==> src/rtl/float_round_stage_if.sv <==
// Handshake and field bundle for the float rounding stage.
// slave is the rounding stage's view; master is the producer/consumer side.
interface float_round_stage_if #(
    parameter int EXP           = 8,
    parameter int FRAC          = 23,
    parameter int TRAILING_BITS = 2
);
    logic                     inValid;
    logic                     inReady;
    logic                     inSign;
    logic [EXP-1:0]           inExponent;
    logic [FRAC-1:0]          inFraction;
    logic [TRAILING_BITS-1:0] inTrailingBits;
    logic                     inStickyBit;
    logic                     inIsNan;
    logic [1:0]               roundMode;
    logic                     outValid;
    logic                     outReady;
    logic                     outSign;
    logic [EXP-1:0]           outExponent;
    logic [FRAC-1:0]          outFraction;
    logic                     outInexact;
    logic                     outOverflow;

    modport slave (
        input  inValid, inSign, inExponent, inFraction, inTrailingBits,
               inStickyBit, inIsNan, roundMode, outReady,
        output inReady, outValid, outSign, outExponent, outFraction,
               outInexact, outOverflow
    );

    modport master (
        output inValid, inSign, inExponent, inFraction, inTrailingBits,
               inStickyBit, inIsNan, roundMode, outReady,
        input  inReady, outValid, outSign, outExponent, outFraction,
               outInexact, outOverflow
    );
endinterface

==> src/rtl/float_round_stage.sv <==
// Two-stage rounding of the adder's unrounded sum with valid/ready flow control.
// Define FLOAT_ROUND_DIRECTED_EN to honour roundMode (RTZ/RUP/RDN); otherwise RNE only.
module float_round_stage #(
    parameter int EXP           = 8,
    parameter int FRAC          = 23,
    parameter int TRAILING_BITS = 2
) (
    input  logic               clock,
    input  logic               reset,
    float_round_stage_if.slave bus
);
    localparam int W = EXP + FRAC;
    localparam logic [EXP-1:0]  EXP_ONES  = '1;
    localparam logic [EXP-1:0]  EXP_MAXF  = EXP_ONES - EXP'(1);
    localparam logic [FRAC-1:0] FRAC_ONES = '1;
    localparam logic [FRAC-1:0] NAN_FRAC  = {1'b1, {(FRAC-1){1'b0}}};

    logic s1Valid, s2Valid, s1Adv, s2Adv;
    logic s1Sign, s1Inc, s1Inexact, s1Special;
    logic [EXP-1:0]  s1Exp;
    logic [FRAC-1:0] s1Frac;

    assign s2Adv       = !s2Valid || bus.outReady;
    assign s1Adv       = !s1Valid || s2Adv;
    assign bus.inReady = s1Adv;
    assign bus.outValid = s2Valid;

    // Rounding decision from the raw input fields
    logic rBit, sBit, incNear, incEff, isInf;
    assign rBit    = bus.inTrailingBits[TRAILING_BITS-1];
    assign sBit    = (|bus.inTrailingBits[TRAILING_BITS-2:0]) | bus.inStickyBit;
    assign incNear = rBit & (sBit | bus.inFraction[0]);
    assign isInf   = (&bus.inExponent) & !bus.inIsNan;

`ifdef FLOAT_ROUND_DIRECTED_EN
    logic [1:0] s1Mode;
    logic       s1IncNear;
    always_comb begin
        incEff = incNear;
        case (bus.roundMode)
            2'd1:    incEff = 1'b0;
            2'd2:    incEff = !bus.inSign & (rBit | sBit);
            2'd3:    incEff = bus.inSign & (rBit | sBit);
            default: incEff = incNear;
        endcase
    end
`else
    logic unusedMode;
    assign unusedMode = ^bus.roundMode;
    assign incEff     = incNear;
`endif

    // S2: increment {exp, frac} as one value so fraction carry bumps the exponent
    logic [W-1:0]    sum;
    logic            ovf, sat;
    logic [EXP-1:0]  nExp;
    logic [FRAC-1:0] nFrac;
    assign sum = {s1Exp, s1Frac} + W'(s1Inc);

    always_comb begin
        sat = 1'b0;
        ovf = !s1Special && (&sum[W-1:FRAC]);
`ifdef FLOAT_ROUND_DIRECTED_EN
        sat = (s1Mode == 2'd1) || (s1Mode == 2'd2 && s1Sign) || (s1Mode == 2'd3 && !s1Sign);
        // Saturating modes never increment, so detect the would-be carry past max finite
        if (sat && !s1Special && s1IncNear && s1Exp == EXP_MAXF && (&s1Frac))
            ovf = 1'b1;
`endif
        nExp  = sum[W-1:FRAC];
        nFrac = sum[FRAC-1:0];
        if (ovf && sat) begin
            nExp  = EXP_MAXF;
            nFrac = FRAC_ONES;
        end else if (ovf) begin
            nExp  = EXP_ONES;
            nFrac = '0;
        end
    end

    always_ff @(posedge clock) begin
        if (reset) begin
            s1Valid         <= 1'b0;
            s1Sign          <= 1'b0;
            s1Exp           <= '0;
            s1Frac          <= '0;
            s1Inc           <= 1'b0;
            s1Inexact       <= 1'b0;
            s1Special       <= 1'b0;
            s2Valid         <= 1'b0;
            bus.outSign     <= 1'b0;
            bus.outExponent <= '0;
            bus.outFraction <= '0;
            bus.outInexact  <= 1'b0;
            bus.outOverflow <= 1'b0;
`ifdef FLOAT_ROUND_DIRECTED_EN
            s1Mode          <= 2'd0;
            s1IncNear       <= 1'b0;
`endif
        end else begin
            if (s1Adv) s1Valid <= bus.inValid;
            if (s1Adv && bus.inValid) begin
`ifdef FLOAT_ROUND_DIRECTED_EN
                s1Mode    <= bus.roundMode;
                s1IncNear <= incNear;
`endif
                if (bus.inIsNan) begin
                    s1Sign    <= 1'b0;
                    s1Exp     <= EXP_ONES;
                    s1Frac    <= NAN_FRAC;
                    s1Inc     <= 1'b0;
                    s1Inexact <= 1'b0;
                    s1Special <= 1'b1;
                end else begin
                    s1Sign    <= bus.inSign;
                    s1Exp     <= bus.inExponent;
                    s1Frac    <= bus.inFraction;
                    s1Inc     <= isInf ? 1'b0 : incEff;
                    s1Inexact <= isInf ? 1'b0 : (rBit | sBit);
                    s1Special <= isInf;
                end
            end
            if (s2Adv) s2Valid <= s1Valid;
            if (s2Adv && s1Valid) begin
                bus.outSign     <= s1Sign;
                bus.outExponent <= nExp;
                bus.outFraction <= nFrac;
                bus.outInexact  <= s1Inexact;
                bus.outOverflow <= ovf;
            end
        end
    end
endmodule

==> src/flat_wrapper.sv <==
// flat-port wrapper written by rule: the top's interface ports become plain ports
module float_round_stage_flat 
#(
    parameter int EXP           = 8,
    parameter int FRAC          = 23,
    parameter int TRAILING_BITS = 2
)
  (clock, reset, bus_inValid, bus_inSign, bus_inExponent, bus_inFraction, bus_inTrailingBits, bus_inStickyBit, bus_inIsNan, bus_roundMode, bus_outReady, bus_inReady, bus_outValid, bus_outSign, bus_outExponent, bus_outFraction, bus_outInexact, bus_outOverflow);
  float_round_stage_if #(.EXP(EXP), .FRAC(FRAC), .TRAILING_BITS(TRAILING_BITS)) bus_i ();
  input  logic clock;
  input  logic reset;
  input wire logic [$bits(bus_i.inValid)-1:0] bus_inValid;
  input wire logic [$bits(bus_i.inSign)-1:0] bus_inSign;
  input wire logic [$bits(bus_i.inExponent)-1:0] bus_inExponent;
  input wire logic [$bits(bus_i.inFraction)-1:0] bus_inFraction;
  input wire logic [$bits(bus_i.inTrailingBits)-1:0] bus_inTrailingBits;
  input wire logic [$bits(bus_i.inStickyBit)-1:0] bus_inStickyBit;
  input wire logic [$bits(bus_i.inIsNan)-1:0] bus_inIsNan;
  input wire logic [$bits(bus_i.roundMode)-1:0] bus_roundMode;
  input wire logic [$bits(bus_i.outReady)-1:0] bus_outReady;
  output wire logic [$bits(bus_i.inReady)-1:0] bus_inReady;
  output wire logic [$bits(bus_i.outValid)-1:0] bus_outValid;
  output wire logic [$bits(bus_i.outSign)-1:0] bus_outSign;
  output wire logic [$bits(bus_i.outExponent)-1:0] bus_outExponent;
  output wire logic [$bits(bus_i.outFraction)-1:0] bus_outFraction;
  output wire logic [$bits(bus_i.outInexact)-1:0] bus_outInexact;
  output wire logic [$bits(bus_i.outOverflow)-1:0] bus_outOverflow;
  assign bus_i.inValid = bus_inValid;
  assign bus_i.inSign = bus_inSign;
  assign bus_i.inExponent = bus_inExponent;
  assign bus_i.inFraction = bus_inFraction;
  assign bus_i.inTrailingBits = bus_inTrailingBits;
  assign bus_i.inStickyBit = bus_inStickyBit;
  assign bus_i.inIsNan = bus_inIsNan;
  assign bus_i.roundMode = bus_roundMode;
  assign bus_i.outReady = bus_outReady;
  assign bus_inReady = bus_i.inReady;
  assign bus_outValid = bus_i.outValid;
  assign bus_outSign = bus_i.outSign;
  assign bus_outExponent = bus_i.outExponent;
  assign bus_outFraction = bus_i.outFraction;
  assign bus_outInexact = bus_i.outInexact;
  assign bus_outOverflow = bus_i.outOverflow;
  float_round_stage #(.EXP(EXP), .FRAC(FRAC), .TRAILING_BITS(TRAILING_BITS)) u_core (.clock(clock), .reset(reset), .bus(bus_i));
endmodule
==> config.mk <==
export PLATFORM = sky130hd
export DESIGN_NAME = float_round_stage_flat
export DESIGN_NICKNAME = d
export VERILOG_FILES = /design/src/rtl/float_round_stage_if.sv /design/src/rtl/float_round_stage.sv /design/src/flat_wrapper.sv
export SDC_FILE = /design/constraint.sdc
export NUM_CORES = 1
export LEC_CHECK = 0
export ABC_AREA = 1
export CAP_MARGIN = 20
export CORE_ASPECT_RATIO = 0.9
export CORE_MARGIN = 8
export CORE_UTILIZATION = 29
export CTS_CLUSTER_DIAMETER = 150
export CTS_CLUSTER_SIZE = 8
export DETAILED_ROUTE_END_ITERATION = 10
export GPL_TIMING_DRIVEN = 0
export PLACE_DENSITY = 0.52
export SYNTH_ARGS = -nofsm -noshare
export SYNTH_HDL_FRONTEND = slang
export SYNTH_SLANG_ARGS = --single-unit
==> constraint.sdc <==
create_clock -name clock -period 5.7 [get_ports clock]
set_clock_uncertainty 0.1 [all_clocks]
set_input_delay 1.14 -clock clock [delete_from_list [all_inputs] [get_ports clock]]
set_output_delay 1.14 -clock clock [all_outputs]
set_load 0.03 [all_outputs]
; Word-level counts from Yosys, hierarchy flattened
; Index checks and enable logic that the tools add are counted.
; W data, S select, Z words.
[word_totals]
in_bits = 42
reg_bits = 71
[op_classes]
bitwise_logic = 5
muxes = 10
n_reduce_logical = 11
addsub = 1
[ops]
columns = op, n
row1 = $mux W23, 2
row2 = $add A31 B1 Y31, 1
row3 = $mux W8, 2
row4 = $reduce_and A8 Y1, 2
row5 = $mux W1, 6
row6 = $logic_not A1 Y1, 4
row7 = $logic_and A1 B1 Y1, 3
row8 = $or A1 B1 Y1, 3
row9 = $and A1 B1 Y1, 2
row10 = $logic_or A1 B1 Y1, 2

; Depth between registers and ports, before layout
; Gate-level depths: netlist of run 1.
[depth]
word_depth = 5
depth_mapped = 15

; Worst setup path before layout of run 1
; OpenSTA, ideal clock, no wires.
[synth_timing]
path_kind = in2out
startpoint = input bus_outReady
endpoint = output bus_inReady
arrival_ps = 1462
t_required_ps = 4460
stages = 2
path_slack_ps = 2998
cell_sequence = inv_1 -> nand3_1
[synth_via]
elab_chain_cells = 2
[synth_rtl]
columns = element, line
row1 = "start, declared", flat_wrapper.sv:20  ; input wire logic [$bits(bus_i.outReady)-1:0] bus_outReady;
row2 = $logic_or A1 B1 Y1, float_round_stage.sv:23  ; assign s2Adv = !s2Valid || bus.outReady;
row3 = $logic_or A1 B1 Y1, float_round_stage.sv:24  ; assign s1Adv = !s1Valid || s2Adv;
row4 = "end, declared", flat_wrapper.sv:21  ; output wire logic [$bits(bus_i.inReady)-1:0] bus_inReady;
; No other way between the ends.

; Worst setup path after layout of run 1
; Ends and elaborated chain as after synthesis.

==> impl_metrics.toml, run 1 <==
[status]
status = "completed"

[timing]
hold_violations = 0
maxSlewHeadroom_pct = 56.59
fin_setup_tns_ns = 0
slew_viol_final = 0
rsz0062_at_grt = "false"
fin_crit_sh_pct = 64.73
fin_crit_ns = 3.690
fmax_ghz = 0.2710
tightestPinTransition_ns = 0.6487
setup_viol = 0

[detailed_routing]
wl_um = 10830
drt_first_pass_iters = 5
drt_iter0_markers = 215
ant_nets = 0
drc = 0
via_per_inst = 4.618
wl_per_cell_um = 14.98
vias = 3339

[power]
powerDensity_nw_per_um2 = 289.8
seqPwrFrac_pct = 39.9
p_sw_share_pct = 24.05
p_int_uw = 1024
power_frac_comb_pct = 11.5
pwr-share-clk_pct = 48.6
power_uw = 1348
ir_drop_uv = 132.3
p_sw_uw = 324.3
p_leak_uw = 0.001753

[run]
maxCapViolCount = 0

[grt]
grt_usage_pct = 14.51
grt_pass1_vias = 3501
grt_max_degree = 13
antenna_found_initial = 0
grt_pass1_wl_um = 17600
grt_overflow = 0

[synth]
synth_top_cell_area_share_pct = 42.04
synth_largest_area_cell = "dfxtp_1"
yosysSeqAreaShare_pct = 42.04
syn_area_per_cell_um2 = 7.058
synth_edf_count = 0
synth_commonest_cells = "114 x nand2_1, 72 x nor2_1, 71 x dfxtp_1"
syn_area_um2 = 3381
synth_cell_type_count = 26
yosys-top-cells-area = "dfxtp_1 42%, nand2_1 13%, nor2_1 8.0%"
synth.most_common_cell = "nand2_1"
yosysWarnings = 0
ys.flop_type = "dfxtp_1"
yosys_register_bits = 71
ys_async_sr_fraction_pct = 0
synth_cells = 479
syn_nets = 523

[cells_and_area]
antenna_cells = 0
fin_cells = 723
areaGrowthSynthToFinish_pct = 37.60
fin_nets = 607
drive_gt1_share_pct = 6.526
fin_util_pct = 40.85

[clock_network]
cts.path.max_buffers = 2
cts_resized = 0
cts_tree = "built"
clkSinkCount = 71
hold_buffers = 0
cts_inserted_buffers = 9
post_cts_buffers = 0
clk_pin_slew_ns = 0.05
cts.htree.levels = 3
cts_root_buf = "clkbuf_16"
clk_latency_ns = 0.33

[die]
die_h_um = 118.4
dieArea_um2 = 15370
io_pins = 78
rows = 37
die_x_um = 129.8
core_area_um2 = 11390
initial_core_util_pct = 29.69

[worst_setup_path]
cp.required_ns = 4.46
crit_path_end_kind = "primary output"
cp_max_fo = 3
critPathArrivalTime_ns = 2.45
rrSetupSlack_ns = 3.24
start_kind = "primary input"
criticalPathCategory = "in2out"

[place]
hpwl_um = 8680
place.gp.congestion = 0.8479
dpl.cell_count = 708
portBuffers = 73

[min_path]
hp-class = "reg2reg"
-- logic make-up after synthesis --
family,share of synthesized area (%)
DFF,42.04
AOI/OAI and AO/OA,14.84
and+or+nand+nor,30.53
adders and majority gates,0.7401
xor gates and xnor gates,4.404
buffers and inverters,7.439
-- power by group through the flow --
stage               combinational, uW  sequential (uW)  clock, uW
detailed placement                156              549          0
global route                      170              542        692
finish                            155              538        655
global placement                  155              549          0
CTS                               157              539        670
floorplan                        64.3              565          0
-- registers in the layout, summed over array words and instances (netlist names) --
name	cells
u_core.s1Inc	1
u_core.bus.outFraction	23
u_core.s1Inexact	1
u_core.s1Special	1
u_core.s1Sign	1
u_core.s1Exp	8
u_core.bus.outOverflow	1
u_core.bus.outSign	1
u_core.bus.outExponent	8
u_core.bus.outInexact	1
u_core.s1Valid	1
u_core.bus.outValid	1
u_core.s1Frac	23
-- metal layers --
layer  wire, um  up-vias  global-route usage [%]
li1           -     1724                       -
met5          0        -                       0
met2       4796       74                   22.93
met1       5302     1527                   19.09
met3        562       14                   3.640
met4        170        0                   4.133
-- critical path, cell delays in order --
cell and delay (ns):
clkdlybuf4s50_1 0.45, inv_1 0.05, nand3_1 0.12, clkdlybuf4s50_1 0.70
-- metrics by stage --
stage | setup slack (ns) | instance area, um^2 | hold WS (ns)
after detailed placement | 2.001 | 4307 | 0.3569
after global routing | 1.960 | 4652 | 0.3813
after floorplan | 2.998 | 3381 | 0.3349
after global placement | 2.023 | 4307 | 0.3543
final | 2.010 | 4652 | 0.3643
after CTS | 2.002 | 4652 | 0.3667
-- cell usage in the layout, fill, tap and decap left out, types with 2 or more instances in the layout --
| cell | instances |
|---|---|
| clkdlybuf4s50_1 | 73 |
| buf_1 | 3 |
| nor2_4 | 2 |
| bufinv_16 | 3 |
| ha_1 | 2 |
| inv_2 | 3 |
| inv_1 | 37 |
| buf_6 | 2 |
| a22oi_1 | 23 |
| clkbuf_16 | 9 |
| a211oi_1 | 8 |
| xnor2_1 | 6 |
| a21oi_1 | 30 |
| xor2_1 | 11 |
| o21ai_0 | 17 |
| nor2_1 | 72 |
| nor3_1 | 9 |
| or2_2 | 3 |
| nand3_1 | 31 |
| nand2_1 | 114 |
| dfxtp_1 | 71 |
| a221oi_1 | 2 |
| nand2_2 | 2 |
| nor2_2 | 8 |
| nand4_1 | 2 |
| clkbuf_1 | 18 |
-- final timing paths --
kind / cells past startpoint / startpoint / to
setup / recovery: 4 / bus_outReady / bus_inReady
hold / removal: 2 / u_core.bus.outFraction[1] / u_core.bus.outFraction[1]
setup reg to reg: 14 / u_core.s1Frac[0] / u_core.bus.outFraction[16]
hold reg to reg: 2 / u_core.bus.outFraction[1] / u_core.bus.outFraction[1]
-- cell type report --
cell class / count / area, um^2
Tap cell: 156 / 195.2
Buffer: 23 / 101.3
Timing Repair Buffer: 73 / 730.7
Multi-Input combinational cell: 345 / 1708
Clock buffer: 10 / 239.0
Clock inverter: 5 / 106.4
Inverter: 40 / 150.1
Sequential cell: 71 / 1421
Fill cell: 1274 / 6736
No activity file was read; power rests on OpenSTA's default activity.
==> inputs of run 2 (changes only) <==
clock period = 3.6 ns   (was 5.7 ns; I/O delays follow)
==> results of run 2 <==
The final DEF is identical to that of run 1. Status: completed.
Main changes from that run: setup slack after placement 2.001 ns -> 0.5247 ns; setup slack after layout 2.010 ns -> 0.7504 ns; register-to-register setup slack 3.24 ns -> 1.14 ns; total power 1348 uW -> 2135 uW; worst IR drop on VDD 132.3 uV -> 209.4 uV
==> inputs of run 3 (changes only) <==
PLACE_DENSITY = 0.54   (was 0.52)
clock period = 2.6 ns   (was 3.6 ns; I/O delays follow)
==> run 3 against run 2 <==
- final area is 0.46% lower
- sequential power up 38%
- setup slack worse by 0.62 ns
- clock power increased by 21%
- non-clock buffer count increased by 1
- count of clock-buffer cells in the layout stayed put
- first-iteration DRC count is 21% lower
- highest routed layer unchanged
- critical path depth rose by 10
- total power rose by 30%
- utilization is 0.19 points lower
- largest cell class unchanged
- flip-flop and latch count unchanged
- global-route usage fell by 0.21 points
==> impl_metrics.toml, run 3 (synthesis results as in run 1) <==
[grt]
grt_usage_pct = 14.30
grt_pass1_vias = 3362
grt_pass1_wl_um = 17380
grt_max_degree = 14
antenna_found_initial = 0
grt_overflow = 0

[clock_network]
cts.htree.levels = 3
hold_buffers = 0
clk_latency_ns = 0.33
clk_pin_slew_ns = 0.06
clkSinkCount = 71
cts.path.max_buffers = 2
cts_inserted_buffers = 9
cts_tree = "built"
cts_root_buf = "clkbuf_16"

[die]
initial_core_util_pct = 29.69
core_area_um2 = 11390
io_pins = 78
rows = 37
die_x_um = 129.8
dieArea_um2 = 15370
die_h_um = 118.4

[cells_and_area]
areaGrowthSynthToFinish_pct = 36.97
antenna_cells = 0
mostFrequentLayoutCells = "114 x nand2_1, 73 x clkdlybuf4s50_1, 71 x nor2_1, 71 x dfxtp_1, 37 x inv_1"
drive_gt1_share_pct = 7.206
top_regs = "u_core.bus.outFraction x23, u_core.s1Frac x23"
fin_nets = 608
fin_cells = 725
fin_util_pct = 40.66
final_common_cell = "nand2_1"

[worst_setup_path]
critPathArrivalTime_ns = 2.55
crit_path_end_kind = "register"
cp.required_ns = 2.69
cp_max_fo = 10
start_kind = "register"
cp_slowest_stage_delay_ns = 0.34
criticalPathCategory = "reg2reg"
path_cells = "ha_2 > ha_1 > nand2_1 > inv_2 > nand3_1 > nor2_1 > nand3_1 > nand2_1 > nand2_1 > nor2_2 > nand3_4 > buf_6 > nand3_1 > a21oi_1"
cp_slowest_cell = "dfxtp_1"

[power]
ir_drop_uv = 282.1
powerDensity_nw_per_um2 = 599.9
p_leak_uw = 0.001736

[detailed_routing]
ant_nets = 0
wl_um = 10790
via_per_inst = 4.596
drt_first_pass_iters = 4
vias = 3332
wl_per_cell_um = 14.88
drc = 0
drt_iter0_markers = 170

[place]
place.gp.congestion = 0.8444
dpl.cell_count = 708
portBuffers = 73
hpwl_um = 8670
pre_cts_ws_ns = -0.1913

[timing]
hold_violations = 0
fin_crit_sh_pct = 94.87
maxSlewHeadroom_pct = 57.78
fin_crit_ns = 2.467
slew_viol_final = 0
fmax_ghz = 0.4054
setup_slack_ns = 0.1334
tightestPinTransition_ns = 0.6334
setup_viol = 0

[min_path]
hp-class = "reg2reg"

[status]
status = "completed"

[run]
maxCapViolCount = 0
[run 3: cell types whose count changed in the layout (fill, tap and decap cells not counted)]
cell	previous run	this run
bufinv_16	3	1
buf_4	0	1
clkinv_2	0	1
clkinvlp_4	1	2
ha_1	2	1
ha_2	0	1
inv_6	0	1
nor2_1	72	71
nor2_4	2	3
[run 3: stage by stage]
stage	total power, uW	setup TNS [ns]	hold slack, ns	area, um^2
6_report	2778	0	0.3634	4631
5_1_grt	2890	-0.006481	0.3820	4631
4_1_cts	2808	0	0.3660	4613
2_1_floorplan	1379	0	0.3349	3381
3_3_place_gp	1542	-2.225	0.3560	4307
3_5_place_dp	1546	-3.168	0.3564	4307
[run 3: area by class of cell]
type / count / area, um^2
Multi-Input combinational cell: 345 / 1718
Buffer: 23 / 101.3
Inverter: 40 / 150.1
Fill cell: 1247 / 6758
Clock inverter: 6 / 67.56
Tap cell: 156 / 195.2
Clock buffer: 10 / 239.0
Sequential cell: 71 / 1421
Timing Repair Buffer: 74 / 738.2
[run 3: critical path: cells and delay by family (launching register included)]
family          cells  cell delay [ns]
compound gates      1             0.07
flops               1             0.34
buf+inv             2             0.24
fa+ha+maj           2             0.38
simple gates        9             1.19
[run 3: where the power goes]
group	internal (uW)	switching (uW)	total (uW)
Combinational	146	195	341
Clock	772	485	1260
Sequential	1140	40.6	1180
Total	2060	721	2780
[run 3: final timing paths]
check                           slack [ns]                      start  cells after the start                         end
worst max-delay path                  0.13               u_core.s1Inc                     14  u_core.bus.outFraction[14]
worst min-delay path                  0.36  u_core.bus.outFraction[1]                      2   u_core.bus.outFraction[1]
worst max register to register        0.13               u_core.s1Inc                     14  u_core.bus.outFraction[14]
worst min register to register        0.36  u_core.bus.outFraction[1]                      2   u_core.bus.outFraction[1]
[run 3: routing by layer]
layer	share of wire, %	GRT usage [%]	vias to the layer above
met5	0	0	-
met4	0.49	2.538	0
met3	7.0	3.820	4
met2	45	23.15	78
met1	47	18.77	1515
li1	-	-	1735
[run 3: repair_timing]
action,in CTS,in global routing
resized for setup,0,3
buffers inserted,0,1
endpoints found under the setup margin,0,22
